==> src/rtl/branch_pred_pkg.sv <==
// Shared definitions for the branch predictor driver: FSM state encoding.
// Optional statistics counters are enabled with `define BRANCH_STATS_EN.
package branch_pred_pkg;

    typedef logic [1:0] state_t;

    localparam state_t ST_IDLE = 2'd0;
    localparam state_t ST_REQ  = 2'd1;
    localparam state_t ST_CAP  = 2'd2;
    localparam state_t ST_UPD  = 2'd3;

endpackage

==> src/rtl/pred_fifo.sv <==
// DEPTH x 1-bit synchronous FIFO holding predictions of unresolved branches.
// Pointers wrap modulo DEPTH; push into a full FIFO or pop from an empty one is ignored.
module pred_fifo #(
    parameter int DEPTH = 4
) (
    input  logic                         clk,
    input  logic                         rst_n,
    input  logic                         push,
    input  logic                         din,
    input  logic                         pop,
    output logic                         dout,
    output logic                         full,
    output logic                         empty,
    output logic [$clog2(DEPTH+1)-1:0]   count
);

    localparam int PW = (DEPTH > 1) ? $clog2(DEPTH) : 1;
    localparam int CW = $clog2(DEPTH + 1);

    logic [DEPTH-1:0] mem;
    logic [PW-1:0]    wr_ptr;
    logic [PW-1:0]    rd_ptr;
    logic             do_push;
    logic             do_pop;

    assign full    = (count == CW'(DEPTH));
    assign empty   = (count == '0);
    assign do_push = push && !full;
    assign do_pop  = pop && !empty;
    assign dout    = mem[rd_ptr];

    // NOTE: storage is not reset; an entry is only read after it has been written,
    // so clearing it would cost reset fanout for no behavioural gain.
    always_ff @(posedge clk) begin
        if (do_push) begin
            mem[wr_ptr] <= din;
        end
    end

    // NOTE: sequential state uses non-blocking assignments so every flop samples
    // the pre-edge values regardless of statement order.
    always_ff @(posedge clk or negedge rst_n) begin
        if (!rst_n) begin
            wr_ptr <= '0;
            rd_ptr <= '0;
            count  <= '0;
        end else begin
            if (do_push) begin
                wr_ptr <= (wr_ptr == PW'(DEPTH - 1)) ? '0 : wr_ptr + PW'(1);
            end
            if (do_pop) begin
                rd_ptr <= (rd_ptr == PW'(DEPTH - 1)) ? '0 : rd_ptr + PW'(1);
            end
            if (do_push && !do_pop) begin
                count <= count + CW'(1);
            end else if (do_pop && !do_push) begin
                count <= count - CW'(1);
            end
        end
    end

endmodule

==> src/rtl/branch_predictor_driver.sv <==
// Requester-side sequencer for a 2-bit saturating branch predictor: requests a
// prediction per fetched branch, queues it, and applies resolutions in order.
// Define BRANCH_STATS_EN to add saturating br_count/miss_count statistics.
module branch_predictor_driver
    import branch_pred_pkg::*;
#(
    parameter int DEPTH = 4
`ifdef BRANCH_STATS_EN
    ,
    parameter int CNT_W = 16
`endif
) (
    input  logic                         clk,
    input  logic                         rst_n,
    input  logic                         br_valid,
    output logic                         br_ready,
    output logic                         pred_valid,
    output logic                         pred_taken,
    input  logic                         res_valid,
    input  logic                         res_taken,
    output logic                         res_ready,
    output logic                         mispredict,
    output logic [$clog2(DEPTH+1)-1:0]   inflight,
    output logic                         request,
    output logic                         result,
    output logic                         taken,
    input  logic                         prediction
`ifdef BRANCH_STATS_EN
    ,
    output logic [CNT_W-1:0]             br_count,
    output logic [CNT_W-1:0]             miss_count
`endif
);

    state_t state;
    state_t state_nx;
    logic   idle;
    logic   res_acc;
    logic   br_acc;
    logic   fifo_full;
    logic   fifo_empty;
    logic   head;
    logic   miss;

    // Handshakes are only offered in IDLE and never while reset is asserted.
    assign idle      = (state == ST_IDLE) && rst_n;
    assign res_acc   = idle && res_valid && !fifo_empty;
    assign br_acc    = idle && br_valid && !res_acc && !fifo_full;
    assign res_ready = res_acc;
    assign br_ready  = br_acc;
    assign miss      = head ^ res_taken;

    pred_fifo #(
        .DEPTH (DEPTH)
    ) u_fifo (
        .clk   (clk),
        .rst_n (rst_n),
        .push  (state == ST_CAP),
        .din   (prediction),
        .pop   (res_acc),
        .dout  (head),
        .full  (fifo_full),
        .empty (fifo_empty),
        .count (inflight)
    );

    // NOTE: state_nx gets a default before the case so no path leaves it unassigned
    // and no latch is inferred.
    always_comb begin
        state_nx = state;
        case (state)
            ST_IDLE: begin
                if (res_acc) begin
                    state_nx = ST_UPD;
                end else if (br_acc) begin
                    state_nx = ST_REQ;
                end
            end
            ST_REQ:  state_nx = ST_CAP;
            ST_CAP:  state_nx = ST_IDLE;
            ST_UPD:  state_nx = ST_IDLE;
            default: state_nx = ST_IDLE;
        endcase
    end

    // Predictor-facing strobes are decoded from the next state so they line up
    // exactly with REQ/CAP and UPD.
    always_ff @(posedge clk or negedge rst_n) begin
        if (!rst_n) begin
            state      <= ST_IDLE;
            request    <= 1'b0;
            result     <= 1'b0;
            taken      <= 1'b0;
            pred_valid <= 1'b0;
            pred_taken <= 1'b0;
            mispredict <= 1'b0;
        end else begin
            state      <= state_nx;
            request    <= (state_nx == ST_REQ) || (state_nx == ST_CAP);
            result     <= (state_nx == ST_UPD);
            taken      <= res_acc && res_taken;
            pred_valid <= (state == ST_CAP);
            if (state == ST_CAP) begin
                pred_taken <= prediction;
            end
            mispredict <= res_acc && miss;
        end
    end

`ifdef BRANCH_STATS_EN
    localparam logic [CNT_W-1:0] CNT_MAX = '1;

    always_ff @(posedge clk or negedge rst_n) begin
        if (!rst_n) begin
            br_count   <= '0;
            miss_count <= '0;
        end else begin
            if (res_acc && (br_count != CNT_MAX)) begin
                br_count <= br_count + CNT_W'(1);
            end
            if (res_acc && miss && (miss_count != CNT_MAX)) begin
                miss_count <= miss_count + CNT_W'(1);
            end
        end
    end
`endif

endmodule

==> config.mk <==
export PLATFORM = sky130hd
export DESIGN_NAME = branch_predictor_driver
export DESIGN_NICKNAME = d
export VERILOG_FILES = /design/src/rtl/branch_pred_pkg.sv /design/src/rtl/pred_fifo.sv /design/src/rtl/branch_predictor_driver.sv
export SDC_FILE = /design/constraint.sdc
export NUM_CORES = 1
export LEC_CHECK = 0
export CAP_MARGIN = 20
export CORE_ASPECT_RATIO = 1.5
export CORE_MARGIN = 5
export CORE_UTILIZATION = 25
export CTS_CLUSTER_DIAMETER = 200
export DETAILED_ROUTE_END_ITERATION = 16
export PLACE_DENSITY = 0.42
export SLEW_MARGIN = 20
export SYNTH_ARGS = -nofsm -noshare
export SYNTH_HDL_FRONTEND = slang
export SYNTH_SLANG_ARGS = --single-unit
==> constraint.sdc <==
create_clock -name clk -period 4 [get_ports clk]
set_input_delay 1.2 -clock clk [delete_from_list [all_inputs] [get_ports clk]]
set_output_delay 1.2 -clock clk [all_outputs]
set_load 0.01 [all_outputs]
==> out/metrics.yaml <==
sta:
  finalCritPeriodShare_pct: 93.7
  rsz0062_at_grt: "false"
  finalCriticalPeriod_ns: 3.75
  maxSlewHeadroom_pct: 78.7
  slew_violations: 0
  setup_violations: 0
  fin_worst_skew_ns: 0.00241
  tns_ns: 0
  fmax_mhz: 267
  worstMarginPinSlew_ns: 0.320
  timing_hold_violations_final: 0
synth:
  synth_edf_count: 4
  synthCells: 66
  yosys.area.top_type: "dfrtp_1"
  synth_xor_area_share_pct: 3.89
  syn_area_um2: 900
  yosysSeqAreaShare_pct: 55.1
  ys.flop_type: "dfrtp_1"
  yosysUniqueCellTypes: 22
  syn_nets: 80
  yosys_warnings: 0
  ys_async_sr_fraction_pct: 78.9
  yosys.area.top_type_share_pct: 41.7
  synth_top_family_by_area: "adder cells"
  ys_seq_elements: 19
  synthSimpleGateAreaFrac_pct: 10.4
  synth-compound-area-share_pct: 4.73
  synth_fa_ha_area_share_pct: 12.0
  synthMuxAreaShare_pct: 10.8
  syn_avg_cell_area_um2: 13.6
  synthTopCellsByArea: "dfrtp_1, edfxtp_1, ha_1, and2_1, mux2_4"
clocking:
  clkLatencyLatePin_ns: 0.25
  cts_max_level: 1
  clockBufferDepth: 2
  cts_root_buffer: "clkbuf_8"
  cts_tree: "done"
  clk_pin_slew_ns: 0.07
  post_cts_buffers: 0
  cts-hold-fix-buffers: 0
  cts.sink_count: 19
  cts_buffers: 3
floorplanning:
  initial_core_util_pct: 26.1
  die_area_um2: 4920
  die_w_um: 59.0
  die-height_um: 83.5
  rows: 26
  core-area_um2: 3450
  ios: 17
power_and_ir_drop:
  vdd_drop_max_v: 0.000280
  powerDensity_nw_per_um2: 680
  leakage_nw: 0.526
placed_design:
  gp_congestion: 0.657
  dp.cells: 127
  numPortBuffers: 16
  dpl.hpwl_mm: 1.23
worst_setup_path:
  crit_type: "input port to output pin"
  critPathLaunchType: "input port"
  r2r_slack_ns: 1.81
  cp_max_fo: 3
  cpPeakStageDelay_ns: 0.48
  crit_slowest_cell: "clkdlybuf4s50_1"
  worstSetupEndpointType: "output pin"
  worstPathArrival_ns: 2.55
  path_cells: "clkdlybuf4s50_1 -> or3b_4 -> nor3_1 -> dlygate4sd2_1"
  cp.required_ns: 2.80
final_layout:
  diodes: 0
  layout_commonest_cell: "dfrtp_1"
  fin_cells: 131
  finalNetCount: 104
  syn_to_final_growth_pct: 31.0
  layout_common_cells: "dfrtp_1, clkdlybuf4s50_1, nor2_1, ha_1"
  drive_above_1_share_pct: 18.0
global_route:
  grt_pass1_wl_mm: 2.61
  grt_use_met1_pct: 8.05
  met3_usage_pct: 0.929
  grt_overflow: 0
  grt_use_met2_pct: 11.4
  grt_max_degree: 17
  antenna_found_initial: 0
  grt_pass1_vias: 581
  grt_usage_pct: 7.07
  grt_most_used_layer: "met2"
route:
  vias: 533
  detail-route-antenna-nets: 0
  dr.pass1.iters: 2
  drc_errors: 0
  drtIter0Drc: 3
  finalWirelength_mm: 1.54
  wire_per_inst_um: 11.8
  via_per_inst: 4.07
hold_path:
  hp-class: "register to register"
status:
  outcome: "finished clean"
job:
  drv_cap: 0
critical path: cells and delay by family:
| kind | cells | cell delay, ns |
|---|---|---|
| buf+inv | 2 | 0.77 |
| simple gates | 2 | 0.58 |
path summary, 6_finish.rpt:
path | end | from | cells after the start
max reg2reg | u_fifo.count[2]$_DFFE_PN0P_ | u_fifo.count[0]$_DFFE_PN0P_ | 9
min reg2reg | state[1]$_DFF_PN0_ | state[1]$_DFF_PN0_ | 1
min | state[1]$_DFF_PN0_ | state[1]$_DFF_PN0_ | 1
max | br_ready | rst_n | 4
max in group asynchronous | u_fifo.count[1]$_DFFE_PN0P_ | rst_n | 2
min in group asynchronous | u_fifo.wr_ptr[0]$_DFFE_PN0P_ | rst_n | 2
where the power goes:
group,internal [mW],switching [mW]
clock network,0.0692,0.0638
logic,0.196,0.139
registers,0.266,0.0674
total,0.532,0.270
what timing repair did:
item / CTS / global route
hold endpoints to repair: 0 / 0
endpoints found under the setup margin: 2 / 0
gates resized for setup: 2 / 0
synthesized netlist by cell type, types with 2 or more instances:
| master | number |
|---|---|
| edfxtp_1 | 4 |
| and2_1 | 5 |
| inv_1 | 5 |
| mux2_4 | 2 |
| a21oi_1 | 2 |
| xnor2_1 | 3 |
| dfrtp_1 | 15 |
| nor2_1 | 7 |
| o31ai_1 | 2 |
| mux2_2 | 2 |
| mux2_1 | 2 |
| ha_1 | 7 |
stage by stage:
step	hold slack (ns)	setup slack, ns	area (um2)	utilization, %	power [mW]
floorplan	0.451	0.914	900	-	0.547
global placement	0.495	-0.0343	1130	32.9	0.675
detailed placement	0.484	-0.0496	1130	32.9	0.686
CTS	0.497	0.228	1180	34.2	0.822
global route	0.517	0.214	1180	34.2	0.870
finish	0.490	0.252	1180	34.2	0.802
cells by family (layout without fill, tap and decap cells):
logic type	after synthesis	after routing
XOR/XNOR	4	4
AO/OA/AOI/OAI	6	6
flip-flops	19	19
adder cells (fa/ha/maj)	8	8
multiplexers	7	7
AND/OR/NAND/NOR	16	16
buffers and inverters	6	29
cell type report:
class / instances / area (um2)
timing repair buffer: 19 / 180
sequential: 19 / 495
fill: 363 / 2270
multi-input combinational: 41 / 377
tap: 42 / 52.6
clock buffer: 3 / 41.3
inverter: 6 / 27.5
clock inverter: 1 / 5.00
per-layer routing:
metal  vias to the layer above  wire length, um
met5                         -                0
met4                         0               34
met3                         2               49
met2                         9              819
met1                       254              640
li1                        268                -
registers in the layout, indices dropped and copies added (netlist names):
name           flops
u_fifo.mem         4
u_fifo.count       3
state              2
u_fifo.rd_ptr      2
u_fifo.wr_ptr      2
mispredict         1
pred_taken         1
pred_valid         1
request            1
result             1
taken              1
(Power assumes the default switching activity.)
